<file path="config.mk">
export PLATFORM = sky130hd
export DESIGN_NAME = cpu7_lsu
export DESIGN_NICKNAME = d
export VERILOG_FILES = /design/src/rtl/cpu7_lsu.sv
export SDC_FILE = /design/constraint.sdc
export NUM_CORES = 1
export LEC_CHECK = 0
export BUFFER_PORTS_ARGS = -buffer_cell sky130_fd_sc_hd__buf_4
export CAP_MARGIN = 20
export CORE_MARGIN = 1
export CORE_UTILIZATION = 40
export CTS_CLUSTER_DIAMETER = 150
export CTS_CLUSTER_SIZE = 16
export DETAILED_ROUTE_END_ITERATION = 6
export PLACE_DENSITY_LB_ADDON = 0.3
export SYNTH_ARGS = -nofsm -noshare
export SYNTH_HDL_FRONTEND = slang
export SYNTH_SLANG_ARGS = --single-unit
</file>
<file path="constraint.sdc">
create_clock -name clk -period 6.6 [get_ports clk]
set_clock_uncertainty 0.05 [all_clocks]
set_input_delay 0.99 -clock clk [delete_from_list [all_inputs] [get_ports clk]]
set_output_delay 0.99 -clock clk [all_outputs]
set_load 0.05 [all_outputs]
</file>
<file path="src/rtl/cpu7_lsu.sv">
// cpu7 load/store unit: effective address, one SRAM-like bus transaction, load align/extend.
// Latency: accept->req 1 cycle; writeback 1 cycle after data_ok (3 cycles minimum per op).
// Backpressure: busy while an op is in flight; request held stable until addr_ok; new ops ignored while busy.
module cpu7_lsu #(
    parameter int GRLEN        = 32,
    parameter int LSU_CODE_BIT = 4
) (
    input  logic                    clk,
    input  logic                    reset,

    input  logic                    ecl_lsu_valid_e,
    input  logic [LSU_CODE_BIT-1:0] ecl_lsu_op_e,
    input  logic [GRLEN-1:0]        ecl_lsu_base_e,
    input  logic [GRLEN-1:0]        ecl_lsu_offset_e,
    input  logic [GRLEN-1:0]        ecl_lsu_wdata_e,
    input  logic [4:0]              ecl_lsu_rd_e,
    input  logic                    ecl_lsu_wen_e,

    output logic                    lsu_ecl_busy,
    output logic [GRLEN-1:0]        lsu_ecl_rdata_m,
    output logic                    lsu_ecl_rdata_valid_m,
    output logic [4:0]              lsu_ecl_rd_m,
    output logic                    lsu_ecl_wen_m,
    output logic                    lsu_ecl_ale_m,
    output logic [GRLEN-1:0]        lsu_ecl_badvaddr_m,

    output logic                    data_req,
    output logic                    data_wr,
    output logic [1:0]              data_size,
    output logic [GRLEN-1:0]        data_addr,
    output logic [3:0]              data_wstrb,
    output logic [GRLEN-1:0]        data_wdata,
    input  logic                    data_addr_ok,
    input  logic                    data_data_ok,
    input  logic [GRLEN-1:0]        data_rdata
);

    localparam logic [1:0] S_IDLE = 2'd0;
    localparam logic [1:0] S_REQ  = 2'd1;
    localparam logic [1:0] S_WAIT = 2'd2;

    // op field positions
    localparam int OP_STORE = 2;
    localparam int OP_ZEXT  = 3;

    logic [1:0]              r_state;
    logic [LSU_CODE_BIT-1:0] r_op;
    logic [4:0]              r_rd;
    logic                    r_wen;

    logic                    r_wr;
    logic [1:0]              r_size;
    logic [GRLEN-1:0]        r_addr;
    logic [3:0]              r_wstrb;
    logic [GRLEN-1:0]        r_wdata;

    logic [GRLEN-1:0]        r_rdata_m;
    logic                    r_rdata_valid_m;
    logic [4:0]              r_rd_m;
    logic                    r_wen_m;
    logic                    r_ale_m;
    logic [GRLEN-1:0]        r_badvaddr_m;

    logic [GRLEN-1:0]        w_addr;
    logic [1:0]              w_size_in;
    logic [1:0]              w_bus_size;
    logic                    w_store_in;
    logic                    w_misalign;
    logic                    w_accept;
    logic [3:0]              w_wstrb;
    logic [GRLEN-1:0]        w_wdata;
    logic                    w_load_done;
    logic [GRLEN-1:0]        w_shifted;
    logic [GRLEN-1:0]        w_load_data;

    assign w_addr     = ecl_lsu_base_e + ecl_lsu_offset_e;
    assign w_size_in  = ecl_lsu_op_e[1:0];
    assign w_store_in = ecl_lsu_op_e[OP_STORE];
    // reserved size 3 behaves as a word everywhere, including on the bus
    assign w_bus_size = (w_size_in == 2'd3) ? 2'd2 : w_size_in;
    assign w_misalign = ((w_size_in == 2'd1) && w_addr[0]) ||
                        (w_size_in[1] && (w_addr[1:0] != 2'b00));
    assign w_accept   = (r_state == S_IDLE) && ecl_lsu_valid_e;

    // store byte lanes and lane-replicated data; loads assert no lanes
    always_comb begin
        w_wstrb = 4'b0000;
        w_wdata = ecl_lsu_wdata_e;
        if (w_store_in) begin
            case (w_size_in)
                2'd0: begin
                    w_wstrb = 4'b0001 << w_addr[1:0];
                    w_wdata = {4{ecl_lsu_wdata_e[7:0]}};
                end
                2'd1: begin
                    w_wstrb = 4'b0011 << w_addr[1:0];
                    w_wdata = {2{ecl_lsu_wdata_e[15:0]}};
                end
                default: begin
                    w_wstrb = 4'b1111;
                    w_wdata = ecl_lsu_wdata_e;
                end
            endcase
        end
    end

    // bus returns the whole word; move the addressed bytes down to bit 0
    assign w_shifted   = data_rdata >> {r_addr[1:0], 3'b000};
    assign w_load_done = (r_state == S_WAIT) && data_data_ok && !r_op[OP_STORE];

    // narrow the shifted word and sign- or zero-extend it
    always_comb begin
        w_load_data = w_shifted;
        case (r_op[1:0])
            2'd0: w_load_data = r_op[OP_ZEXT] ? {{(GRLEN-8){1'b0}}, w_shifted[7:0]}
                                              : {{(GRLEN-8){w_shifted[7]}}, w_shifted[7:0]};
            2'd1: w_load_data = r_op[OP_ZEXT] ? {{(GRLEN-16){1'b0}}, w_shifted[15:0]}
                                              : {{(GRLEN-16){w_shifted[15]}}, w_shifted[15:0]};
            default: w_load_data = w_shifted;
        endcase
    end

    // transaction state: IDLE accepts, REQ holds request until addr_ok, WAIT until data_ok
    always_ff @(posedge clk) begin
        if (reset) begin
            r_state <= S_IDLE;
        end else begin
            case (r_state)
                S_IDLE: if (w_accept && !w_misalign) r_state <= S_REQ;
                S_REQ:  if (data_addr_ok)           r_state <= S_WAIT;
                S_WAIT: if (data_data_ok)           r_state <= S_IDLE;
                default:                            r_state <= S_IDLE;
            endcase
        end
    end

    // capture the op on accept; held unchanged while busy so the bus request stays stable
    always_ff @(posedge clk) begin
        if (reset) begin
            r_op    <= '0;
            r_rd    <= '0;
            r_wen   <= 1'b0;
            r_wr    <= 1'b0;
            r_size  <= 2'd0;
            r_addr  <= '0;
            r_wstrb <= 4'b0000;
            r_wdata <= '0;
        end else if (w_accept && !w_misalign) begin
            // a misaligned op never reaches the bus, so bus-facing registers keep their old values
            r_op    <= ecl_lsu_op_e;
            r_rd    <= ecl_lsu_rd_e;
            r_wen   <= ecl_lsu_wen_e;
            r_wr    <= w_store_in;
            r_size  <= w_bus_size;
            r_addr  <= w_addr;
            r_wstrb <= w_wstrb;
            r_wdata <= w_wdata;
        end
    end

    // writeback strobe: one cycle after a load's data_ok; stores complete silently
    always_ff @(posedge clk) begin
        if (reset) begin
            r_rdata_m       <= '0;
            r_rdata_valid_m <= 1'b0;
            r_rd_m          <= '0;
            r_wen_m         <= 1'b0;
        end else begin
            r_rdata_valid_m <= w_load_done;
            r_wen_m         <= w_load_done && r_wen && (r_rd != 5'd0);
            if (w_load_done) begin
                r_rdata_m <= w_load_data;
                r_rd_m    <= r_rd;
            end
        end
    end

    // alignment exception strobe, raised the cycle after a misaligned accept
    always_ff @(posedge clk) begin
        if (reset) begin
            r_ale_m      <= 1'b0;
            r_badvaddr_m <= '0;
        end else begin
            r_ale_m <= w_accept && w_misalign;
            if (w_accept && w_misalign) begin
                r_badvaddr_m <= w_addr;
            end
        end
    end

    assign lsu_ecl_busy          = (r_state != S_IDLE);
    assign lsu_ecl_rdata_m       = r_rdata_m;
    assign lsu_ecl_rdata_valid_m = r_rdata_valid_m;
    assign lsu_ecl_rd_m          = r_rd_m;
    assign lsu_ecl_wen_m         = r_wen_m;
    assign lsu_ecl_ale_m         = r_ale_m;
    assign lsu_ecl_badvaddr_m    = r_badvaddr_m;

    assign data_req   = (r_state == S_REQ);
    assign data_wr    = r_wr;
    assign data_size  = r_size;
    assign data_addr  = r_addr;
    assign data_wstrb = r_wstrb;
    assign data_wdata = r_wdata;

endmodule

</file>
==> impl_metrics.prom, run 1 <==
# TYPE chip_impl_metric gauge
chip_impl_info{name="status",value="finished, final reports clean"} 1
chip_impl_metric{name="final-max-slew-violation-count",unit=""} 0
chip_impl_info{name="synth_top_area_cell",value="dfxtp_1"} 1
chip_impl_metric{name="cell_variety_after_synth",unit=""} 69
chip_impl_info{name="cts_tree",value="built"} 1
chip_impl_metric{name="fp-row-count",unit=""} 51
chip_impl_metric{name="crit_path_cell_count",unit=""} 8
chip_impl_metric{name="drt-vias-per-instance",unit=""} 5.41
chip_impl_metric{name="syn2layout_area_growth",unit="%"} 33.9
chip_impl_metric{name="max_slew_margin",unit="%"} 33.4
chip_impl_info{name="cts-root-buf",value="clkbuf_16"} 1
chip_impl_metric{name="post_cts_hold_fix_bufs",unit=""} 0
chip_impl_metric{name="grt_pass1_vias",unit=""} 7867
chip_impl_metric{name="synth.cell_area",unit="sq um"} 8190
chip_impl_metric{name="num_io_pins",unit=""} 288
chip_impl_metric{name="num_vias",unit=""} 8418
chip_impl_info{name="critPathSlowestCell",value="or2_4"} 1
chip_impl_metric{name="globalRouteTotalUtil",unit="%"} 24.5
chip_impl_metric{name="syn_nets",unit=""} 1217
chip_impl_info{name="yosys-top-cells-area",value="dfxtp_1 38%, nand2_1 8.2%, a21oi_1 7.4%"} 1
chip_impl_metric{name="first_pass_iters",unit=""} 4
chip_impl_metric{name="finalSetupTns",unit="ns"} 0
chip_impl_metric{name="power_density",unit="nW/um^2"} 261
chip_impl_metric{name="drt_first_iter_violations",unit=""} 490
chip_impl_metric{name="cts_num_sinks",unit=""} 154
chip_impl_metric{name="port_buffers",unit=""} 287
chip_impl_metric{name="number_of_hold_violations_in_the_final_report",unit=""} 0
chip_impl_info{name="path_cells",value="buf_4 > ha_1 > fa_1 > a21oi_1 > nor2_1 > or2_4 > a2111oi_0 > a311o_1"} 1
chip_impl_metric{name="finish.net_count",unit=""} 1452
chip_impl_info{name="worst_path_dominant_cell_family",value="simple AND/OR/NAND/NOR gates"} 1
chip_impl_metric{name="finalWirelength",unit="mm"} 26.6
chip_impl_metric{name="htreeDepth",unit=""} 4
chip_impl_metric{name="min_period_over_period",unit="%"} 53.7
chip_impl_metric{name="fin_ws",unit="ns"} 3.05
chip_impl_metric{name="hold_slack",unit="ns"} 0.401
chip_impl_metric{name="area_after_detailed_placement",unit="sq um"} 10400
chip_impl_metric{name="ir_drop",unit="mV"} 0.193
chip_impl_info{name="path_class",value="in2reg"} 1
chip_impl_metric{name="die_height",unit="um"} 145
chip_impl_info{name="ys_dominant_reg_cell",value="dfxtp_1"} 1
chip_impl_metric{name="worst-path-max-fanout",unit=""} 88
chip_impl_metric{name="cts_repair_resize_count",unit=""} 0
chip_impl_metric{name="worst_ep_arrival_time",unit="ns"} 3.81
chip_impl_metric{name="synth_edf_count",unit=""} 0
chip_impl_metric{name="final_design_area_no_fill",unit="sq um"} 11000
chip_impl_metric{name="postSynthAreaPerCell",unit="sq um"} 7.86
chip_impl_metric{name="min_period",unit="ns"} 3.55
chip_impl_metric{name="hold_path_depth",unit=""} 1
chip_impl_metric{name="clock.fmax",unit="MHz"} 282
chip_impl_metric{name="grt_overflow_total",unit=""} 0
chip_impl_metric{name="nFillCells",unit=""} 1943
chip_impl_metric{name="cts_buffer_depth",unit=""} 2
chip_impl_metric{name="clk_transition_reported_paths",unit="ns"} 0.07
chip_impl_metric{name="syn_inst_count",unit=""} 1042
chip_impl_metric{name="seq_area_frac_synth",unit="%"} 37.6
chip_impl_metric{name="core_area",unit="sq um"} 19800
chip_impl_metric{name="r2r_cells",unit=""} 8
chip_impl_metric{name="critical-path-max-stage-delay",unit="ns"} 0.84
chip_impl_info{name="mostFrequentLayoutCell",value="buf_4"} 1
chip_impl_metric{name="timing.critical_path.buf_inv",unit=""} 1
chip_impl_metric{name="synth_warnings",unit=""} 0
chip_impl_info{name="setup.worst_path.end_class",value="flop"} 1
chip_impl_metric{name="layout-drive-gt1-share",unit="%"} 28.0
chip_impl_metric{name="asyncSetResetFlopFracSynth",unit="%"} 0
chip_impl_metric{name="routabilityCongestion",unit=""} 0.907
chip_impl_metric{name="timing.max_cap.violations",unit=""} 0
chip_impl_metric{name="timing_worst_slew_pin_value",unit="ns"} 0.998
chip_impl_metric{name="antenna-diode-count",unit=""} 0
chip_impl_metric{name="final-setup-viol-count",unit=""} 0
chip_impl_metric{name="worst_skew_pair.late_latency",unit="ns"} 0.42
chip_impl_metric{name="cts_buffers",unit=""} 17
chip_impl_metric{name="p_leak",unit="nW"} 4.67
chip_impl_metric{name="grt_first_pass_wirelength",unit="mm"} 41.4
chip_impl_info{name="most-common-layout-cells",value="295 x buf_4, 178 x nand2_1, 154 x dfxtp_1"} 1
chip_impl_metric{name="postCtsSetupRepairBufs",unit=""} 0
chip_impl_metric{name="initial_utilization",unit="%"} 41.4
chip_impl_metric{name="route.antenna.remaining_nets",unit=""} 0
chip_impl_metric{name="grt_antenna_before_repair",unit=""} 0
chip_impl_metric{name="detail_route.drc_violations",unit=""} 0
chip_impl_metric{name="grt_max_degree",unit=""} 98
chip_impl_metric{name="post_drt_wl_per_cell",unit="um"} 17.1
chip_impl_info{name="worstHoldPathType",value="reg2reg"} 1
chip_impl_metric{name="cp.required",unit="ns"} 6.87
chip_impl_metric{name="fp.dieArea",unit="sq um"} 21000
chip_impl_metric{name="detailedPlace.worstSlack",unit="ns"} 2.63
chip_impl_metric{name="synth_seq_cells",unit=""} 154
chip_impl_info{name="setup.worst_path.start_class",value="input port"} 1
chip_impl_metric{name="detailedPlacementHpwl",unit="mm"} 19.5
chip_impl_metric{name="synth_top_area_share",unit="%"} 37.6
chip_impl_metric{name="floorplan.die.width",unit="um"} 145
chip_impl_info{name="grt_setup_unrepaired",value="no"} 1
## cells in the mapped netlist, types with 15 or more instances
| master | instances |
|---|---|
| nor2_1 | 116 |
| a21o_1 | 17 |
| ha_1 | 31 |
| o21ai_0 | 34 |
| clkbuf_1 | 53 |
| nand3b_1 | 15 |
| nor2b_1 | 15 |
| mux2_2 | 15 |
| nand3_1 | 20 |
| a21oi_1 | 121 |
| nand2_1 | 178 |
| a211oi_1 | 34 |
| dfxtp_1 | 154 |
| nor3_1 | 42 |
## logic make-up (layout without fill, tap and decap cells)
logic type                 after synthesis  after routing  synth area share [%]
buffers and inverters                   87            335                  5.15
DFF                                    154            154                  37.6
xor gates and xnor gates                19             19                  2.03
adders and majority gates               32             32                  4.98
and+or+nand+nor                        441            441                  24.5
muxes                                   29             29                  3.77
AOI/OAI and AO/OA                      280            280                  21.9
## path summary, 6_finish.rpt
kind / to / slack (ns) / from
max: data_addr[27] / 3.05 / ecl_lsu_base_e[0]
min: lsu_ecl_wen_m / 0.40 / r_wen
max reg2reg: lsu_ecl_rdata_m[19] / 3.96 / data_addr[1]
min reg2reg: lsu_ecl_wen_m / 0.40 / r_wen
## layout make-up
type	count	area (sq um)	area share (%)
multi-input combinational	801	4710	43.0
inverter	8	30.0	0.274
clock buffer	17	425	3.88
timing repair buffer	295	2210	20.2
sequential	154	3080	28.1
tap	265	332	3.02
clock inverter	15	163	1.48
## stage by stage
stage               std cells  total power [mW]  util (%)
finish                   1555              2.86      55.4
global route             1555              2.99      55.4
CTS                      1554              2.88      55.4
detailed placement       1522              1.89      52.4
global placement         1522              1.88      52.4
floorplan                1042              1.62         -
## registers in the layout, indices dropped and copies added (netlist names), 4 cells and up
name and flops:
r_rd 5, r_op 4, data_wstrb 4, lsu_ecl_badvaddr_m 32
data_wdata 32, lsu_ecl_rdata_m 32, data_addr 32, lsu_ecl_rd_m 5
## metal layers
| layer | GRT usage [%] | vias up | wire length, um |
|---|---|---|---|
| li1 | - | 4176 | - |
| met1 | 30.6 | 3852 | 11300 |
| met2 | 40.0 | 345 | 12400 |
| met3 | 7.30 | 45 | 2330 |
| met4 | 8.89 | 0 | 619 |
| met5 | 0 | - | 0 |
## power breakdown
group,switching (mW),internal (mW)
Clock,0.424,0.564
Sequential,0.0451,0.995
Combinational,0.549,0.288
Total,1.02,1.85
Note: power is estimated with default switching activity, not from simulation.
==> run 2: changes to the inputs <==
--- a/config.mk
+++ b/config.mk
@@ -5,6 +5,7 @@
 export SDC_FILE = /design/constraint.sdc
 export NUM_CORES = 1
 export LEC_CHECK = 0
+export ABC_AREA = 1
 export BUFFER_PORTS_ARGS = -buffer_cell sky130_fd_sc_hd__buf_4
 export CAP_MARGIN = 20
 export CORE_MARGIN = 1
==> constraint.sdc (replaced) <==
create_clock -name clk -period 3.35 [get_ports clk]
set_clock_uncertainty 0.05 [all_clocks]
set_input_delay 0.5025 -clock clk [delete_from_list [all_inputs] [get_ports clk]]
set_output_delay 0.5025 -clock clk [all_outputs]
set_load 0.05 [all_outputs]
==> impl_metrics.prom, run 2 <==
# TYPE chip_impl_metric gauge
chip_impl_info{name="status",value="finished, final reports clean"} 1
chip_impl_metric{name="drt_first_iter_violations",unit=""} 673
chip_impl_metric{name="cp.required",unit="ns"} 3.67
chip_impl_info{name="setup.worst_path.end_class",value="flop"} 1
chip_impl_metric{name="routabilityCongestion",unit=""} 0.945
chip_impl_info{name="mostFrequentLayoutCell",value="nand2_1"} 1
chip_impl_metric{name="detailedPlacementHpwl",unit="mm"} 21.9
chip_impl_metric{name="min_period",unit="ns"} 2.58
chip_impl_metric{name="fp.dieArea",unit="sq um"} 22800
chip_impl_metric{name="asyncSetResetFlopFracSynth",unit="%"} 0
chip_impl_metric{name="synth_seq_cells",unit=""} 154
chip_impl_metric{name="synth_edf_count",unit=""} 0
chip_impl_metric{name="hold_path_depth",unit=""} 3
chip_impl_metric{name="antenna-diode-count",unit=""} 0
chip_impl_metric{name="grt_overflow_total",unit=""} 0
chip_impl_info{name="timing.rr.start",value="data_addr[0]"} 1
chip_impl_metric{name="hold_slack",unit="ns"} 0.253
chip_impl_metric{name="timing.max_cap.violations",unit=""} 0
chip_impl_metric{name="grt_max_degree",unit=""} 77
chip_impl_metric{name="synth.cell_area",unit="sq um"} 8900
chip_impl_metric{name="p_leak",unit="nW"} 6.59
chip_impl_info{name="r2r_end",value="lsu_ecl_rdata_m[8]"} 1
chip_impl_metric{name="cts_repair_resize_count",unit=""} 0
chip_impl_metric{name="cell_variety_after_synth",unit=""} 35
chip_impl_metric{name="max_slew_margin",unit="%"} 50.5
chip_impl_info{name="ys_dominant_reg_cell",value="dfxtp_1"} 1
chip_impl_metric{name="htreeDepth",unit=""} 4
chip_impl_metric{name="final-setup-viol-count",unit=""} 0
chip_impl_metric{name="first_pass_iters",unit=""} 5
chip_impl_metric{name="initial_utilization",unit="%"} 40.8
chip_impl_metric{name="worst_ep_arrival_time",unit="ns"} 2.90
chip_impl_metric{name="syn_nets",unit=""} 1606
chip_impl_metric{name="post_drt_wl_per_cell",unit="um"} 14.3
chip_impl_metric{name="seq_area_frac_synth",unit="%"} 34.6
chip_impl_metric{name="finalSetupTns",unit="ns"} 0
chip_impl_metric{name="number_of_hold_violations_in_the_final_report",unit=""} 0
chip_impl_metric{name="port_buffers",unit=""} 287
chip_impl_metric{name="worst_skew_pair.late_latency",unit="ns"} 0.42
chip_impl_metric{name="layout.cells.non_filler",unit=""} 1980
chip_impl_metric{name="route.antenna.remaining_nets",unit=""} 0
chip_impl_info{name="yosys-top-cells-area",value="dfxtp_1 35%, nand2_1 15%, inv_1 10%"} 1
chip_impl_metric{name="grt_antenna_before_repair",unit=""} 0
chip_impl_metric{name="final-max-slew-violation-count",unit=""} 0
chip_impl_metric{name="grt_pass1_vias",unit=""} 8427
chip_impl_metric{name="detailedPlace.worstSlack",unit="ns"} 0.400
chip_impl_metric{name="numPlacedInstances",unit=""} 1947
chip_impl_metric{name="layout-drive-gt1-share",unit="%"} 20.1
chip_impl_metric{name="floorplan.die.width",unit="um"} 151
chip_impl_metric{name="core_area",unit="sq um"} 21800
chip_impl_metric{name="postSynthAreaPerCell",unit="sq um"} 6.22
chip_impl_metric{name="grt_first_pass_wirelength",unit="mm"} 43.1
chip_impl_metric{name="synth_top_area_share",unit="%"} 34.6
chip_impl_info{name="most-common-layout-cells",value="354 x nand2_1, 296 x buf_4, 238 x inv_1"} 1
chip_impl_metric{name="fin_ws",unit="ns"} 0.772
chip_impl_metric{name="nFillCells",unit=""} 2206
chip_impl_metric{name="die_height",unit="um"} 151
chip_impl_info{name="timing.hold.worst.start",value="ecl_lsu_rd_e[2]"} 1
chip_impl_info{name="grt_setup_unrepaired",value="no"} 1
chip_impl_metric{name="detail_route.drc_violations",unit=""} 0
chip_impl_metric{name="worst-path-max-fanout",unit=""} 46
chip_impl_info{name="path_class",value="reg2reg"} 1
chip_impl_metric{name="drt-vias-per-instance",unit=""} 4.93
chip_impl_metric{name="power_density",unit="nW/um^2"} 493
chip_impl_metric{name="synth_warnings",unit=""} 0
chip_impl_metric{name="postCtsSetupRepairBufs",unit=""} 0
chip_impl_metric{name="syn_inst_count",unit=""} 1431
chip_impl_metric{name="r2r_cells",unit=""} 9
chip_impl_metric{name="globalRouteTotalUtil",unit="%"} 24.2
chip_impl_metric{name="ir_drop",unit="mV"} 0.245
chip_impl_info{name="cts-root-buf",value="clkbuf_16"} 1
chip_impl_info{name="min_to",value="r_rd[2]"} 1
chip_impl_info{name="synthMostInstantiatedCell",value="nand2_1"} 1
chip_impl_metric{name="clock.fmax",unit="MHz"} 388
chip_impl_info{name="synth_top_area_cell",value="dfxtp_1"} 1
chip_impl_metric{name="fp-row-count",unit=""} 54
chip_impl_metric{name="timing_worst_slew_pin_value",unit="ns"} 0.742
chip_impl_info{name="cts_tree",value="built"} 1
chip_impl_metric{name="finalWirelength",unit="mm"} 28.2
chip_impl_metric{name="min_period_over_period",unit="%"} 77.0
chip_impl_metric{name="num_io_pins",unit=""} 288
chip_impl_metric{name="cts_buffers",unit=""} 17
chip_impl_metric{name="syn2layout_area_growth",unit="%"} 33.2
chip_impl_metric{name="cts_buffer_depth",unit=""} 2
chip_impl_metric{name="num_vias",unit=""} 9754
chip_impl_metric{name="cts_num_sinks",unit=""} 154
chip_impl_metric{name="post_cts_hold_fix_bufs",unit=""} 0
chip_impl_info{name="yosys-top-cells-count",value="354 x nand2_1, 239 x inv_1, 205 x nor2_1"} 1
chip_impl_info{name="worstHoldPathType",value="in2reg"} 1
chip_impl_info{name="setup.worst_path.start_class",value="flop"} 1
chip_impl_metric{name="finish.net_count",unit=""} 1862
chip_impl_metric{name="clk_transition_reported_paths",unit="ns"} 0.07
chip_impl_metric{name="r2r_setup_slack",unit="ns"} 0.77
==> run 2: worst max-delay path by stage <==
| stage | to | depth (start not counted) | start | slack, ns |
|---|---|---|---|---|
| floorplan | r_op[3] | 9 | ecl_lsu_base_e[0] | 0.97 |
| detailed placement | data_wstrb[0] | 10 | ecl_lsu_base_e[0] | 0.40 |
| CTS | data_wstrb[2] | 10 | ecl_lsu_base_e[0] | 0.84 |
| finish | lsu_ecl_rdata_m[8] | 9 | data_addr[0] | 0.77 |
| global placement | data_wstrb[1] | 10 | ecl_lsu_base_e[0] | 0.46 |
| global route | lsu_ecl_rdata_m[8] | 9 | data_addr[0] | 0.54 |
==> run 2: through the flow <==
stage                     cell area [sq um]  util, %  total power [mW]
after floorplan                        8900        -              3.35
after global placement                11200     51.5              3.95
after detailed placement              11200     51.5              3.96
after CTS                             11800     54.3              5.89
after global routing                  11900     54.3              6.15
final                                 11900     54.3              5.85
==> run 2: metal layers <==
| metal | vias up | global-route usage (%) | wire length (um) | part of all wire [%] |
|---|---|---|---|---|
| li1 | 5001 | - | - | - |
| met1 | 4365 | 29.9 | 12000 | 42 |
| met2 | 346 | 42.2 | 13900 | 49 |
| met3 | 42 | 3.58 | 1650 | 5.8 |
| met4 | 0 | 9.20 | 752 | 2.7 |
| met5 | - | 0 | 0 | 0 |
==> run 2: area by class of cell <==
type | instances | area (sq um) | area share [%]
clock buffers | 17 | 425 | 3.59
clock inverters | 15 | 170 | 1.44
inverters | 243 | 912 | 7.70
multi-input cells | 972 | 4630 | 39.1
flip-flops and latches | 154 | 3080 | 26.0
well taps | 280 | 350 | 2.96
repair buffers | 299 | 2280 | 19.3
==> run 2: logic make-up after synthesis <==
| logic type | count (synthesis) | share of synthesized area, % |
|---|---|---|
| AO/OA/AOI/OAI | 268 | 16.6 |
| XOR/XNOR | 15 | 1.48 |
| adder cells (fa/ha/maj) | 32 | 4.58 |
| buffers and inverters | 305 | 13.3 |
| flip-flops | 154 | 34.6 |
| AND/OR/NAND/NOR | 657 | 29.4 |
==> run 2: critical path, stage by stage, from the launching register on <==
cell      delay, ns
dfxtp_1        0.51
buf_4          0.43
nor2_1         0.11
o31ai_1        0.41
nand3_2        0.41
nand2_1        0.15
inv_1          0.14
nand2_1        0.13
o211ai_1       0.10
inv_1          0.08
==> run 2: power by group <==
group	leakage (nW)	internal, mW	switching, mW
registers	1.26	1.98	0.0906
clock network	0.288	1.01	0.910
logic	5.04	0.597	1.26
total	6.59	3.58	2.26
==> run 3: changes to the inputs <==
==> constraint.sdc (replaced) <==
create_clock -name clk -period 2.45 [get_ports clk]
set_clock_uncertainty 0.05 [all_clocks]
set_input_delay 0.3675 -clock clk [delete_from_list [all_inputs] [get_ports clk]]
set_output_delay 0.3675 -clock clk [all_outputs]
set_load 0.05 [all_outputs]
==> impl_metrics.prom, run 3 (synthesis gave the netlist of run 2 again) <==
# TYPE chip_impl_metric gauge
chip_impl_metric{name="layout-drive-gt1-share",unit="%"} 21.1
chip_impl_info{name="path_class",value="in2reg"} 1
chip_impl_metric{name="met2_wirelength",unit="mm"} 13.6
chip_impl_info{name="min_to",value="r_rd[2]"} 1
chip_impl_info{name="grt_setup_unrepaired",value="no"} 1
chip_impl_metric{name="worst_skew_pair.late_latency",unit="ns"} 0.43
chip_impl_info{name="critPathMostFrequentCell",value="buf_4"} 1
chip_impl_metric{name="floorplan.die.width",unit="um"} 151
chip_impl_metric{name="fp-row-count",unit=""} 54
chip_impl_metric{name="post_drt_wl_per_cell",unit="um"} 14.1
chip_impl_metric{name="critical-path-max-stage-delay",unit="ns"} 0.48
chip_impl_metric{name="grt_first_pass_wirelength",unit="mm"} 43.3
chip_impl_metric{name="clock_power_share",unit="%"} 32.6
chip_impl_metric{name="die_height",unit="um"} 151
chip_impl_metric{name="power_density",unit="nW/um^2"} 671
chip_impl_metric{name="port_buffers",unit=""} 287
chip_impl_metric{name="detailedPlace.worstSlack",unit="ns"} -0.0419
chip_impl_metric{name="cts_repair_resize_count",unit=""} 0
chip_impl_info{name="status",value="finished, final reports clean"} 1
chip_impl_metric{name="min_period_over_period",unit="%"} 84.0
chip_impl_metric{name="final-max-slew-violation-count",unit=""} 0
chip_impl_info{name="setup.worst_path.start_class",value="input port"} 1
chip_impl_metric{name="cts_buffers",unit=""} 17
chip_impl_metric{name="initial_utilization",unit="%"} 40.8
chip_impl_metric{name="detail_route.wirelength.met1",unit="mm"} 11.7
chip_impl_metric{name="detailedPlacementHpwl",unit="mm"} 22.3
chip_impl_info{name="timing.rr.start",value="data_addr[0]"} 1
chip_impl_info{name="top_layer_used",value="met4"} 1
chip_impl_metric{name="routabilityCongestion",unit=""} 0.947
chip_impl_metric{name="grt_antenna_before_repair",unit=""} 0
chip_impl_metric{name="fp.dieArea",unit="sq um"} 22800
chip_impl_metric{name="worst_ep_arrival_time",unit="ns"} 2.35
chip_impl_metric{name="antenna-diode-count",unit=""} 0
chip_impl_metric{name="final-setup-viol-count",unit=""} 0
chip_impl_metric{name="met3WireLength",unit="mm"} 1.78
chip_impl_metric{name="route.antenna.remaining_nets",unit=""} 0
chip_impl_metric{name="clk_transition_reported_paths",unit="ns"} 0.07
chip_impl_metric{name="grt_pass1_vias",unit=""} 8893
chip_impl_metric{name="globalRouteTotalUtil",unit="%"} 24.4
chip_impl_metric{name="layout.core_utilization",unit="%"} 55.3
chip_impl_metric{name="area_after_detailed_placement",unit="sq um"} 11500
chip_impl_info{name="critPathSlowestCell",value="fa_1"} 1
chip_impl_metric{name="first_pass_iters",unit=""} 5
chip_impl_info{name="r2r_end",value="lsu_ecl_rdata_m[25]"} 1
chip_impl_metric{name="grt_max_degree",unit=""} 61
chip_impl_metric{name="r2r_setup_slack",unit="ns"} 0.49
chip_impl_metric{name="num_vias",unit=""} 9830
chip_impl_metric{name="drt-vias-per-instance",unit=""} 4.91
chip_impl_metric{name="postCtsSetupRepairBufs",unit=""} 0
chip_impl_metric{name="ir_drop",unit="mV"} 0.431
chip_impl_metric{name="cts_num_sinks",unit=""} 154
chip_impl_info{name="path_cells",value="buf_4 > ha_1 > fa_1 > o21ai_1 > nand2_1 > nor2_4 > buf_12 > buf_4 > o21ai_0 > a31oi_1"} 1
chip_impl_metric{name="grt_overflow_total",unit=""} 0
chip_impl_metric{name="hold_slack",unit="ns"} 0.108
chip_impl_info{name="cts_tree",value="built"} 1
chip_impl_metric{name="core_area",unit="sq um"} 21800
chip_impl_info{name="worstHoldPathType",value="in2reg"} 1
chip_impl_metric{name="drt_first_iter_violations",unit=""} 512
chip_impl_metric{name="min_period",unit="ns"} 2.06
chip_impl_info{name="setup.worst_path.end_class",value="flop"} 1
chip_impl_metric{name="worst-path-max-fanout",unit=""} 14
chip_impl_metric{name="pwr-share-comb",unit="%"} 32.4
chip_impl_metric{name="finalWirelength",unit="mm"} 28.3
chip_impl_metric{name="num_io_pins",unit=""} 288
chip_impl_metric{name="max_slew_margin",unit="%"} 33.4
chip_impl_info{name="most-common-layout-cells",value="354 x nand2_1, 314 x buf_4, 238 x inv_1"} 1
chip_impl_metric{name="detail_route.drc_violations",unit=""} 0
chip_impl_metric{name="number_of_hold_violations_in_the_final_report",unit=""} 0
chip_impl_metric{name="post_cts_hold_fix_bufs",unit=""} 0
chip_impl_info{name="timing.hold.worst.start",value="ecl_lsu_rd_e[2]"} 1
chip_impl_metric{name="clock.fmax",unit="MHz"} 486
chip_impl_metric{name="r2r_cells",unit=""} 7
chip_impl_metric{name="p_leak",unit="nW"} 6.72
chip_impl_metric{name="netSwitchingFraction",unit="%"} 38.6
chip_impl_metric{name="final_design_area_no_fill",unit="sq um"} 12100
chip_impl_metric{name="htreeDepth",unit=""} 4
chip_impl_metric{name="finalSetupTns",unit="ns"} 0
chip_impl_metric{name="cp.required",unit="ns"} 2.74
chip_impl_metric{name="syn2layout_area_growth",unit="%"} 35.7
chip_impl_metric{name="hold_path_depth",unit=""} 3
chip_impl_info{name="mostFrequentLayoutCell",value="nand2_1"} 1
chip_impl_metric{name="cts_buffer_depth",unit=""} 2
chip_impl_metric{name="pwr-share-seq",unit="%"} 35.0
chip_impl_metric{name="fin_ws",unit="ns"} 0.392
chip_impl_metric{name="nFillCells",unit=""} 2187
chip_impl_metric{name="finish.net_count",unit=""} 1884
chip_impl_metric{name="p_switching",unit="mW"} 3.13
chip_impl_metric{name="cellInternalPower",unit="mW"} 4.97
chip_impl_info{name="cts-root-buf",value="clkbuf_16"} 1
chip_impl_metric{name="timing.max_cap.violations",unit=""} 0
chip_impl_metric{name="timing_worst_slew_pin_value",unit="ns"} 0.995
run 3: cell types whose count changed in the layout (fill, tap and decap cells not counted):
cell and delta:
buf_12 +4, buf_4 +18, inv_8 +2, inv_6 -2
run 3: per-layer routing:
layer  vias up  global-route usage (%)
met4         0                    12.6
met2       341                    41.6
met5         -                       0
met3        65                    4.61
li1       5050                       -
met1      4374                    29.0
run 3: critical path, delay by kind of cell:
kind	cells	cell delay (ns)
simple gates	2	0.31
compound gates	3	0.54
buf+inv	3	0.44
fa+ha+maj	2	0.69
run 3: worst max-delay path by stage:
stage,from,slack (ns),end,cells past startpoint
finish,ecl_lsu_base_e[0],0.39,data_wdata[31],10
CTS,ecl_lsu_base_e[0],0.39,data_wdata[31],10
global placement,ecl_lsu_base_e[0],0.02,data_wdata[27],10
detailed placement,ecl_lsu_base_e[0],-0.04,data_wdata[16],10
floorplan,ecl_lsu_base_e[0],0.20,r_op[3],9
global route,data_addr[0],0.21,lsu_ecl_rdata_m[25],7
run 3: stage by stage:
stage / std cells / total power, mW
2_1_floorplan: 1431 / 4.58
3_3_place_gp: 1970 / 5.47
3_5_place_dp: 1970 / 5.50
4_1_cts: 2002 / 8.14
5_1_grt: 2002 / 8.51
6_report: 2002 / 8.10
run 3: cell type report:
| class | instances | area (sq um) | share of cell area, % |
|---|---|---|---|
| Tap cell | 280 | 350 | 2.90 |
| Timing Repair Buffer | 321 | 2500 | 20.7 |
| Sequential cell | 154 | 3080 | 25.5 |
| Multi-Input combinational cell | 972 | 4630 | 38.3 |
| Clock buffer | 17 | 425 | 3.52 |
| Clock inverter | 15 | 175 | 1.45 |
| Inverter | 243 | 912 | 7.56 |
run 3: power groups by stage:
stage                     Sequential (mW)  Combinational [mW]  Clock, mW
after floorplan                      3.51                1.07          0
final                                2.84                2.62       2.64
after CTS                            2.83                2.62       2.68
after global placement               2.89                2.58          0
after global routing                 2.86                2.85       2.81
after detailed placement             2.89                2.61          0
